[src/rtl/burst_slave.sv]
// Burst responder: accepts one read/write request, then streams that many 32-bit beats
// into or out of a 16-word register file with 4-bit wrapping addresses.
module burst_slave (
    input  logic        clock,
    input  logic        reset,
    input  logic        io_req_valid,
    output logic        io_req_ready,
    input  logic        io_req_wr,
    input  logic [3:0]  io_req_addr,
    input  logic [3:0]  io_req_len,
    input  logic        io_wvalid,
    input  logic [31:0] io_wdata,
    output logic        io_wready,
    output logic        io_rvalid,
    output logic [31:0] io_rdata,
    input  logic        io_rready,
    output logic        io_rlast,
    output logic        io_done
);

    typedef enum logic [1:0] {StIdle, StWrite, StRead, StResp} state_e;

    state_e      state_q;
    logic [3:0]  addr_q;
    logic [3:0]  cnt_q;
    logic        wr_q;
    logic [31:0] mem_q [16];

    always_ff @(posedge clock or negedge reset) begin
        if (!reset) begin
            state_q <= StIdle;
            addr_q  <= 4'd0;
            cnt_q   <= 4'd0;
            wr_q    <= 1'b0;
            for (int i = 0; i < 16; i++) begin
                mem_q[i] <= 32'd0;
            end
        end else begin
            unique case (state_q)
                StIdle: begin
                    if (io_req_valid) begin
                        addr_q <= io_req_addr;
                        cnt_q  <= io_req_len;
                        wr_q   <= io_req_wr;
                        if (io_req_len == 4'd0) begin
                            state_q <= StResp;
                        end else if (io_req_wr) begin
                            state_q <= StWrite;
                        end else begin
                            state_q <= StRead;
                        end
                    end
                end
                StWrite: begin
                    if (io_wvalid) begin
                        mem_q[addr_q] <= io_wdata;
                        addr_q        <= addr_q + 4'd1;
                        cnt_q         <= cnt_q - 4'd1;
                        if (cnt_q == 4'd1) begin
                            state_q <= StResp;
                        end
                    end
                end
                StRead: begin
                    if (io_rready) begin
                        addr_q <= addr_q + 4'd1;
                        cnt_q  <= cnt_q - 4'd1;
                        if (cnt_q == 4'd1) begin
                            state_q <= StResp;
                        end
                    end
                end
                StResp: begin
                    state_q <= StIdle;
                end
            endcase
        end
    end

    // Outputs decode only registered state, so they follow an async reset immediately.
    assign io_req_ready = (state_q == StIdle);
    assign io_wready    = (state_q == StWrite);
    assign io_rvalid    = (state_q == StRead);
    assign io_rlast     = (state_q == StRead) && (cnt_q == 4'd1);
    assign io_done      = (state_q == StResp);
    assign io_rdata     = io_rvalid ? mem_q[addr_q] : 32'd0;

endmodule

[config.mk]
export PLATFORM = sky130hd
export DESIGN_NAME = burst_slave
export DESIGN_NICKNAME = d
export VERILOG_FILES = /design/src/rtl/burst_slave.sv
export SDC_FILE = /design/constraint.sdc
export NUM_CORES = 1
export LEC_CHECK = 0
export CORE_MARGIN = 10
export CORE_UTILIZATION = 25
export DETAILED_ROUTE_END_ITERATION = 10
export DONT_BUFFER_PORTS = 1
export PLACE_DENSITY = 0.44
export SETUP_SLACK_MARGIN = 0.05
export SYNTH_ARGS = -nofsm -noshare
export SYNTH_HDL_FRONTEND = slang
export SYNTH_SLANG_ARGS = --single-unit
[constraint.sdc]
create_clock -name clock -period 2.9 [get_ports clock]
set_clock_uncertainty 0.15 [all_clocks]
set_input_delay 0.435 -clock clock [delete_from_list [all_inputs] [get_ports clock]]
set_output_delay 0.435 -clock clock [all_outputs]
set_load 0.005 [all_outputs]
==> flow_summary.toml <==
[status]
outcome = "finished with violations"
violations = "negative hold slack, max-slew violations, negative setup slack"

[yosys]
synthFlopType = "dfrtp_1"
synth-seq-cells = 522
synth_compound_area_share_pct = 4.18
syn-cell-area_sq_mm = 0.0239
synth_cells = 1593
synth_adder_area_share_pct = 0.732
ys_seq_area_share_pct = 54.6
async_flop_share_pct = 100
syn_area_per_cell_sq_um = 15.0
synth-edff-count = 0
synthDistinctLibCells = 35
synthMuxAreaShare_pct = 36.1
syn_nets = 1653
synthSimpleGateAreaFrac_pct = 1.37
synthXorXnorAreaFrac_pct = 0
synth_top_family_by_area = "multiplexers"
ys_warn_count = 0

[detailed_routing]
viasPerCell = 4.69
postRouteAntennaNets = 0
routed_wl_um = 68900
dr.first_iter.drc_count = 617
vias = 14100
first_pass_iters = 4
drcViolationCount = 0
routedWlPerCell_um = 22.9

[power_and_ir_drop]
swShare_pct = 31.4
p_sw_mw = 9.98
comb_power_share_pct = 39.2
intPower_mw = 21.9
power_frac_clock_pct = 24.8
vdd_drop_max_mv = 0.487
leakage_nw = 13.6
powerDensity_mw_per_mm2 = 1070
pwr-share-seq_pct = 36.0

[finish]
nFillCells = 9444
instances_no_fill = 3015
layout-drive-gt1-share_pct = 57.2
final_util_pct = 31.3
nets = 1762
area_growth_pct = 24.2

[floorplanning]
ios = 83
die_area_sq_mm = 0.109
start_util_pct = 25.2
chipWidth_um = 329
die_h_um = 329
coreArea_sq_mm = 0.0950
rows = 113

[grt]
grt_pass1_wl_um = 103000
grt_usage_pct = 12.5
antenna_found_initial = 4
first_global_vias = 15400
grt-ovfl-total = 0
grt_max_degree = 523

[clock_network]
cts.sinks = 522
hold_buffers = 42
clk_pin_slew_worst_paths_ns = 0.06
clk_latency_ns = 0.62
cts_tree = "yes"
cts_root_buf = "clkbuf_16"
cts_made_buffers = 59
htree_levels = 2
cts_buffer_depth = 3

[timing]
fin_crit_ns = 3.05
slew_headroom_pct = -17.7
finalHoldWorstSlack_ns = -0.646
worstMarginPinSlew_ns = 1.77
slew_viol_final = 130
hold_violations = 522
finalSetupViolCount = 29
fin_setup_tns_ns = -2.74
fmax_mhz = 327
rsz0062_at_grt = "true"
setup_ws_ns = -0.155
finalCritPeriodShare_pct = 105

[critical_path]
critPathKind = "register to output pin"
worstSetupEndpointType = "output pin"
arrival_ns = 2.47
crit_fanout = 5
crit_path_start_kind = "register"
cp.required_ns = 2.32

[place]
routabilityCongestion = 0.678
dpl.cell_count = 2815
pre_cts_slack_ns = 0.106
io_buffers = 0
dp_hpwl_um = 38300

[flow_run]
drv_cap = 0

[hold_path]
hp-class = "input pin to asynchronous set/reset pin"
[what timing repair did]
item                                    in CTS  in global routing
gates cloned                                 7                  3
setup buffers                               28                 17
pin swaps                                   37                 30
resized for setup                          112                 76
endpoints found under the setup margin      32                 68
hold endpoints to repair                  1044                522
[layout by cell type, fill, tap and decap left out, types with 3 or more instances in the layout]
cell type	instances
a21oi_1	3
a22oi_1	19
a22oi_2	45
buf_12	29
buf_16	11
buf_4	68
buf_6	25
buf_8	5
bufinv_16	6
clkbuf_1	13
clkbuf_16	64
clkbuf_8	18
clkinv_2	7
dfrtp_1	518
dlygate4sd3_1	42
ha_1	13
inv_1	8
mux2_2	576
mux2i_1	71
mux4_2	64
nand2_1	6
nand2_2	13
nand3_1	5
nand3b_1	5
nor2_1	7
nor2_4	5
nor2b_1	4
o21ai_1	6
o21ai_2	25
o221ai_1	11
o221ai_2	21
[cells by family after synthesis]
family,count (synthesis)
AOI/OAI and AO/OA,139
adders and majority gates,14
DFF,522
and+or+nand+nor,61
muxes,711
buffers and inverters,146
[power groups by stage]
stage | sequential [mW] | combinational (mW) | clock, mW
floorplan | 11.1 | 7.34 | 0
global placement | 11.5 | 10.1 | 0
detailed placement | 11.6 | 10.3 | 0
CTS | 11.5 | 12.0 | 8.17
global route | 11.8 | 13.4 | 8.44
finish | 11.5 | 12.5 | 7.90
[layout make-up]
type | instances | area [sq um] | share of cell area [%]
Clock inverter | 16 | 241 | 0.812
Multi-Input combinational cell | 925 | 10700 | 36.1
Clock buffer | 92 | 1820 | 6.13
Sequential cell | 522 | 13100 | 44.0
Tap cell | 1265 | 1580 | 5.32
Timing Repair Buffer | 185 | 2260 | 7.59
Antenna cell | 1 | 2.50 | 0.00841
Inverter | 9 | 36.3 | 0.122
[registers in the layout (all words and copies together), names as in the netlist]
register	count
mem_q	512
addr_q	4
cnt_q	4
state_q	2
[cell usage after synthesis, drive strengths merged (5+ instances only)]
library cell | instances | share of area [%]
mux2 | 576 | 27
dfrtp | 522 | 55
buf | 82 | 2.1
mux2i | 71 | 3.0
a22oi | 64 | 2.0
mux4 | 64 | 6.0
clkbuf | 55 | 0.86
o21ai | 33 | 0.69
o221ai | 32 | 1.2
nand2 | 20 | 0.31
ha | 14 | 0.73
nor2 | 12 | 0.19
inv | 9 | 0.14
nand3 | 5 | 0.10
nand3b | 5 | 0.16
nor2b | 5 | 0.13
[path summary, 6_finish.rpt]
path	from	cells after the start	slack [ns]	end
setup / recovery	addr_q[0]	7	-0.15	io_rdata[12]
max in group asynchronous	reset	0	1.60	addr_q[1]
hold reg to reg	mem_q[145]	1	0.35	mem_q[145]
setup reg to reg	addr_q[0]	10	0.13	mem_q[284]
min in group clock	io_rready	3	0.19	state_q[0]
hold / removal	reset	0	-0.65	mem_q[374]
[routing by layer]
layer	GRT usage (%)	vias to the layer above	routed length, um
met4	3.52	2	1520
met5	0	-	13
li1	-	6197	-
met1	16.4	7668	31400
met2	21.2	167	33900
met3	1.99	99	2070
[critical path, stage by stage (launching register included)]
cell and delay [ns]:
dfrtp_4 0.50, buf_6 0.15, buf_12 0.14, buf_12 0.14, mux4_2 0.44, a22oi_2 0.22, o21ai_2 0.10, buf_4 0.15
[per-stage QoR]
| step | total power [mW] | area, sq um |
|---|---|---|
| 2_1_floorplan | 18.4 | 23900 |
| 5_1_grt | 33.7 | 29700 |
| 3_3_place_gp | 21.6 | 25900 |
| 4_1_cts | 31.7 | 29300 |
| 3_5_place_dp | 21.9 | 25900 |
| 6_report | 31.8 | 29700 |
No activity file was read; power rests on OpenSTA's default activity.
